### src/rtl/ring_osc_trim_cal.sv
`default_nettype none
// ============================================================================
// Module   : ring_osc_trim_cal
// Purpose  : Binary-search trim calibration of a ring oscillator against a
//            target edge count per measurement window.
// Revision : 1.0 - initial release
// ============================================================================
module ring_osc_trim_cal #(
    parameter int WIN_CYC    = 1024,
    parameter int SETTLE_CYC = 16,
    parameter int RST_CYC    = 4
) (
    input  logic        clk,
    input  logic        resetb,
    input  logic        start,
    input  logic        osc_div,
    input  logic [11:0] target_cnt,
    input  logic [3:0]  tol,
    output logic [25:0] trim,
    output logic        osc_reset,
    output logic [4:0]  trim_code,
    output logic        busy,
    output logic        done,
    output logic        locked
);

    localparam int MAX_AB  = (WIN_CYC > SETTLE_CYC) ? WIN_CYC : SETTLE_CYC;
    localparam int MAX_CYC = (MAX_AB > RST_CYC) ? MAX_AB : RST_CYC;
    localparam int TMR_W   = $clog2(MAX_CYC + 1);

    localparam logic [TMR_W-1:0] RST_LAST    = TMR_W'(RST_CYC - 1);
    localparam logic [TMR_W-1:0] SETTLE_LAST = TMR_W'(SETTLE_CYC - 1);
    localparam logic [TMR_W-1:0] WIN_LAST    = TMR_W'(WIN_CYC - 1);
    localparam logic [TMR_W-1:0] TMR_ONE     = TMR_W'(1);
    localparam logic [4:0]       CODE_MAX    = 5'd26;
    localparam logic [11:0]      CNT_MAX     = 12'hFFF;

    typedef enum logic [2:0] {
        S_IDLE    = 3'd0,
        S_RST     = 3'd1,
        S_SETTLE  = 3'd2,
        S_MEASURE = 3'd3,
        S_EVAL    = 3'd4,
        S_DONE    = 3'd5
    } state_t;

    state_t           state_q, state_d;
    logic [TMR_W-1:0] tmr_q, tmr_d;
    logic [11:0]      count_q, count_d;
    logic [11:0]      tgt_q, tgt_d;
    logic [11:0]      best_err_q, best_err_d;
    logic [3:0]       tol_q, tol_d;
    logic [4:0]       lo_q, lo_d;
    logic [4:0]       hi_q, hi_d;
    logic [4:0]       code_q, code_d;
    logic [4:0]       best_code_q, best_code_d;
    logic [25:0]      trim_q, trim_d;
    logic             osc_rst_q, osc_rst_d;
    logic             busy_q, busy_d;
    logic             done_q, done_d;
    logic             locked_q, locked_d;
    logic [2:0]       sync_q;
    logic             osc_rise;

    // Thermometer: bit i set for every i below the code.
    function automatic logic [25:0] therm(input logic [4:0] k);
        logic [25:0] t;
        for (int i = 0; i < 26; i++) begin
            t[i] = (5'(i) < k);
        end
        return t;
    endfunction

    assign osc_rise = sync_q[1] & ~sync_q[2];

    logic [11:0] err;
    logic [11:0] best_err_n;
    logic [4:0]  best_code_n;
    logic [5:0]  lo_n, hi_n;
    logic [4:0]  mid_n;
    logic        too_fast, hit, hi_uflow, give_up;

    // Evaluation of the finished window; code_q holds the mid being measured.
    always_comb begin
        too_fast    = (count_q > tgt_q);
        err         = too_fast ? (count_q - tgt_q) : (tgt_q - count_q);
        hit         = (err <= {8'd0, tol_q});
        best_err_n  = best_err_q;
        best_code_n = best_code_q;
        if (err < best_err_q) begin
            best_err_n  = err;
            best_code_n = code_q;
        end
        lo_n     = {1'b0, lo_q};
        hi_n     = {1'b0, hi_q};
        hi_uflow = 1'b0;
        if (too_fast) begin
            lo_n = {1'b0, code_q} + 6'd1;
        end else if (code_q == 5'd0) begin
            hi_uflow = 1'b1;
        end else begin
            hi_n = {1'b0, code_q} - 6'd1;
        end
        give_up = hi_uflow || (lo_n > hi_n);
        mid_n   = 5'((lo_n + hi_n) >> 1);
    end

    always_comb begin
        state_d     = state_q;
        tmr_d       = tmr_q;
        count_d     = count_q;
        tgt_d       = tgt_q;
        tol_d       = tol_q;
        best_err_d  = best_err_q;
        best_code_d = best_code_q;
        lo_d        = lo_q;
        hi_d        = hi_q;
        code_d      = code_q;
        trim_d      = trim_q;
        osc_rst_d   = osc_rst_q;
        busy_d      = busy_q;
        done_d      = done_q;
        locked_d    = locked_q;

        case (state_q)
            S_IDLE, S_DONE: begin
                if (start) begin
                    state_d     = S_RST;
                    tmr_d       = '0;
                    done_d      = 1'b0;
                    locked_d    = 1'b0;
                    busy_d      = 1'b1;
                    lo_d        = 5'd0;
                    hi_d        = CODE_MAX;
                    best_err_d  = CNT_MAX;
                    best_code_d = 5'd0;
                    tgt_d       = target_cnt;
                    tol_d       = tol;
                    code_d      = CODE_MAX >> 1;
                    osc_rst_d   = 1'b1;
                end
            end
            S_RST: begin
                tmr_d = tmr_q + TMR_ONE;
                if (tmr_q == RST_LAST) begin
                    state_d   = S_SETTLE;
                    tmr_d     = '0;
                    osc_rst_d = 1'b0;
                    trim_d    = therm(code_q);
                end
            end
            S_SETTLE: begin
                count_d = '0;
                tmr_d   = tmr_q + TMR_ONE;
                if (tmr_q == SETTLE_LAST) begin
                    state_d = S_MEASURE;
                    tmr_d   = '0;
                end
            end
            S_MEASURE: begin
                // Saturate: a full count means "too fast", never a wrap to slow.
                if (osc_rise && (count_q != CNT_MAX)) begin
                    count_d = count_q + 12'd1;
                end
                tmr_d = tmr_q + TMR_ONE;
                if (tmr_q == WIN_LAST) begin
                    state_d = S_EVAL;
                    tmr_d   = '0;
                end
            end
            S_EVAL: begin
                best_err_d  = best_err_n;
                best_code_d = best_code_n;
                if (hit) begin
                    state_d  = S_DONE;
                    locked_d = 1'b1;
                    done_d   = 1'b1;
                    busy_d   = 1'b0;
                end else if (give_up) begin
                    state_d  = S_DONE;
                    code_d   = best_code_n;
                    trim_d   = therm(best_code_n);
                    locked_d = 1'b0;
                    done_d   = 1'b1;
                    busy_d   = 1'b0;
                end else begin
                    state_d = S_SETTLE;
                    lo_d    = lo_n[4:0];
                    hi_d    = hi_n[4:0];
                    code_d  = mid_n;
                    trim_d  = therm(mid_n);
                end
            end
            default: begin
                state_d = S_IDLE;
            end
        endcase
    end

    always_ff @(posedge clk) begin
        if (!resetb) begin
            state_q     <= S_IDLE;
            tmr_q       <= '0;
            count_q     <= '0;
            tgt_q       <= '0;
            tol_q       <= '0;
            best_err_q  <= CNT_MAX;
            best_code_q <= '0;
            lo_q        <= '0;
            hi_q        <= CODE_MAX;
            code_q      <= '0;
            trim_q      <= '0;
            osc_rst_q   <= 1'b1;
            busy_q      <= 1'b0;
            done_q      <= 1'b0;
            locked_q    <= 1'b0;
            sync_q      <= '0;
        end else begin
            state_q     <= state_d;
            tmr_q       <= tmr_d;
            count_q     <= count_d;
            tgt_q       <= tgt_d;
            tol_q       <= tol_d;
            best_err_q  <= best_err_d;
            best_code_q <= best_code_d;
            lo_q        <= lo_d;
            hi_q        <= hi_d;
            code_q      <= code_d;
            trim_q      <= trim_d;
            osc_rst_q   <= osc_rst_d;
            busy_q      <= busy_d;
            done_q      <= done_d;
            locked_q    <= locked_d;
            sync_q      <= {sync_q[1:0], osc_div};
        end
    end

    assign trim      = trim_q;
    assign osc_reset = osc_rst_q;
    assign trim_code = code_q;
    assign busy      = busy_q;
    assign done      = done_q;
    assign locked    = locked_q;

endmodule
`default_nettype wire

### config.mk
export PLATFORM = sky130hd
export DESIGN_NAME = ring_osc_trim_cal
export DESIGN_NICKNAME = d
export VERILOG_FILES = /design/src/rtl/ring_osc_trim_cal.sv
export SDC_FILE = /design/constraint.sdc
export NUM_CORES = 1
export LEC_CHECK = 0
export ABC_AREA = 1
export CAP_MARGIN = 20
export CORE_MARGIN = 2
export CORE_UTILIZATION = 50
export CTS_BUF_LIST = sky130_fd_sc_hd__clkbuf_16
export DETAILED_ROUTE_END_ITERATION = 12
export GPL_ROUTABILITY_DRIVEN = 0
export PLACE_DENSITY_LB_ADDON = 0.05
export SLEW_MARGIN = 25
export SYNTH_ARGS = -nofsm -noshare
export SYNTH_HDL_FRONTEND = slang
export SYNTH_SLANG_ARGS = --single-unit
### constraint.sdc
create_clock -name clk -period 5.1 [get_ports clk]
set_clock_uncertainty 0.15 [all_clocks]
set_input_delay 1.02 -clock clk [delete_from_list [all_inputs] [get_ports clk]]
set_output_delay 1.02 -clock clk [all_outputs]
set_load 0.005 [all_outputs]
==> flow_summary.json <==
{
  "synth.avg_cell_area_sq_um": 6.381,
  "cts_tree": "done",
  "cts.path.max_buffers": 2,
  "hpwl_microns": 17190,
  "core_sq_um": 15710,
  "synthXorXnorAreaFrac": 0.01322,
  "max_freq_mhz": 217.1,
  "layout-drive-gt1-share": 0.07585,
  "numCtsBuffers": 9,
  "synthArstFlopShare": 0,
  "grt_pass1_vias": 7562,
  "hold_viol_final": 0,
  "first_pass_iters": 5,
  "grt_pass1_wl_microns": 36960,
  "cts-root-buf": "clkbuf_16",
  "htree_levels": 3,
  "viasPerCell": 5.405,
  "drc": 0,
  "synth_fa_ha_area_frac": 0.09097,
  "numPortBuffers": 54,
  "crit_start": "count_q[0]",
  "holdCritStartpoint": "sync_q[0]",
  "synth.area.top_cells": "dfxtp_1 (27%), nand2_1 (15%), inv_1 (8.9%)",
  "cp.required_ns": 5.21,
  "setup_viol": 0,
  "vias": 8150,
  "arrival_ns": 4.71,
  "dominantRegCellSynth": "dfxtp_1",
  "die_w_microns": 130.1,
  "synth_enable_flop_cells": 0,
  "clkSlewWorstSetupHoldPaths_ns": 0.08,
  "whs_ns": 0.2696,
  "synthDominantCellAreaShare": 0.2694,
  "ios": 55,
  "synth_top_family_by_area": "simple AND/OR/NAND/NOR gates",
  "holdBufCountCts": 0,
  "drt-initial-drc-count": 764,
  "fp.dieArea_sq_um": 16920,
  "antenna_found_initial": 0,
  "area_growth_pct": 13.17,
  "reg2reg_from": "count_q[0]",
  "syn-cell-area_sq_um": 7950,
  "maxCapViolations": 0,
  "worst_pin_slew_ns": 0.9731,
  "crit_type": "flip-flop to flip-flop",
  "p_leak_uw": 0.004303,
  "final_antenna_net_count": 0,
  "grt_max_degree": 67,
  "worst_path_largest_cell_delay_ns": 0.43,
  "fin_crit_ns": 4.607,
  "nets": 1364,
  "slew_headroom": 0.3513,
  "antennaDiodeCount": 0,
  "hold_path.class": "flip-flop to flip-flop",
  "synth.distinct_cells": 51,
  "finalPower_uw": 4627,
  "synth_fp_nets": 1322,
  "ys_seq_area_frac": 0.2694,
  "start_kind": "flip-flop",
  "muxShareOfSynthArea": 0.001259,
  "yosysWarnings": 0,
  "setup_tns_ns": 0,
  "grt_overflow_total": 0,
  "rsz0062_at_grt": "no",
  "cpMaxStageDelayCell": "fa_1",
  "synth_top_area_cell": "dfxtp_1",
  "period_share": 0.9033,
  "ir_worst_vdd_mv": 0.2754,
  "rows": 46,
  "clkLatencyLatePin_ns": 0.36,
  "worst_setup_path_end_kind": "flip-flop",
  "fp.dieH_microns": 130.1,
  "p_per_area_nw_per_um2": 514.3,
  "slew_violations": 0,
  "outcome": "finished clean",
  "yosys.area_share.simple": 0.3233,
  "cts_setup_buffers": 0,
  "synth-compound-area-share": 0.1810,
  "crit_top_cell": "nand2_1",
  "wl_microns": 22860,
  "cts.repair.resized": 0,
  "clock-sinks": 107,
  "wl_per_cell_microns": 15.16,
  "worstPathMaxFanout": 16,
  "fin_util": 0.5726,
  "ys_ff_latch": 107,
  "fillers": 1569,
  "start_util": 0.5060,
  "synth_cells": 1246,
  "groute.usage.overall": 0.2740
}
-- synth_stat cells (4+ instances only) --
library cell	instances
o211ai_1	7
or2_2	4
buf_2	8
o21ai_0	73
nor2_4	4
nand3_1	79
nor2_1	93
inv_1	188
a21oi_1	113
xor2_1	8
o31ai_1	4
xnor2_1	4
o21ai_1	23
nand4_1	23
nor2_2	4
ha_1	53
nand2_4	4
a21oi_2	8
buf_6	6
dfxtp_1	107
nand2_2	17
nor3_1	23
nand2_1	310
o21ai_2	4
buf_4	5
o22ai_1	12
inv_2	7
clkbuf_1	20
-- layout by cell type, fill, tap and decap left out, types with 23 or more instances in the layout --
cell | Yosys | routed
nor3_1 | 23 | 23
nand2_1 | 310 | 309
clkdlybuf4s50_1 | 0 | 53
a21oi_1 | 113 | 112
inv_1 | 188 | 188
o21ai_0 | 73 | 73
ha_1 | 53 | 53
dfxtp_1 | 107 | 107
nor2_1 | 93 | 92
nand4_1 | 23 | 23
nand3_1 | 79 | 79
o21ai_1 | 23 | 23
-- routing by layer --
layer	wire length [microns]	GRT usage	vias up
met5	0	0	-
met4	608	0.09298	0
met3	1533	0.04715	52
met2	10360	0.4555	311
met1	10360	0.3608	3670
li1	-	-	4117
-- kinds of logic (layout without fill, tap and decap cells) --
group	after synthesis	after routing
simple gates	574	574
buf+inv	236	282
mux	1	1
xor+xnor	12	12
compound gates	260	260
flops	107	107
fa+ha+maj	56	56
-- final cells by class --
cell class                      instances  area (sq um)  area share
Inverter                              196         735.7     0.08177
Timing Repair Buffer                   71         663.1     0.07370
Sequential cell                       107          2142      0.2381
Clock buffer                            9         225.2     0.02503
Clock inverter                          6         72.57    0.008066
Multi-Input combinational cell        903          4888      0.5433
Tap cell                              216         270.3     0.03004
-- state kept, by name, summed over array words and instances, names as in the netlist --
register / count
trim: 26
best_err_q: 12
count_q: 12
tgt_q: 12
tmr_q: 11
best_code_q: 5
hi_q: 5
lo_q: 5
trim_code: 5
tol_q: 4
state_q: 3
sync_q: 3
busy: 1
done: 1
locked: 1
osc_reset: 1
-- path summary, 6_finish.rpt --
check	depth (start not counted)	slack, ns	endpoint
worst max-delay path	28	0.49	trim[17]
worst max register to register	28	0.49	trim[17]
worst min register to register	2	0.27	sync_q[1]
worst min-delay path	2	0.27	sync_q[1]
-- worst max-delay path: cells and delay by family, from the launching register on --
family / cells / cell delay, ns
AND/OR/NAND/NOR: 16 / 2.07
adder cells (fa/ha/maj): 3 / 0.88
buffers and inverters: 4 / 0.54
AO/OA/AOI/OAI: 4 / 0.45
flip-flops: 1 / 0.33
XOR/XNOR: 1 / 0.11
-- power by group --
part           switching [uW]  internal [uW]
registers                97.8            982
clock network             345            386
logic                    1870            945
total                    2310           2310
-- stage by stage --
step	setup WS [ns]	instances	cell area [sq um]
after floorplan	0.9442	1246	7950
after global placement	0.4551	1493	8658
after detailed placement	0.3985	1493	8658
after CTS	0.3850	1508	8956
after global routing	0.01521	1508	8997
final	0.4932	1508	8997
Power figures use the tool's default switching activity.
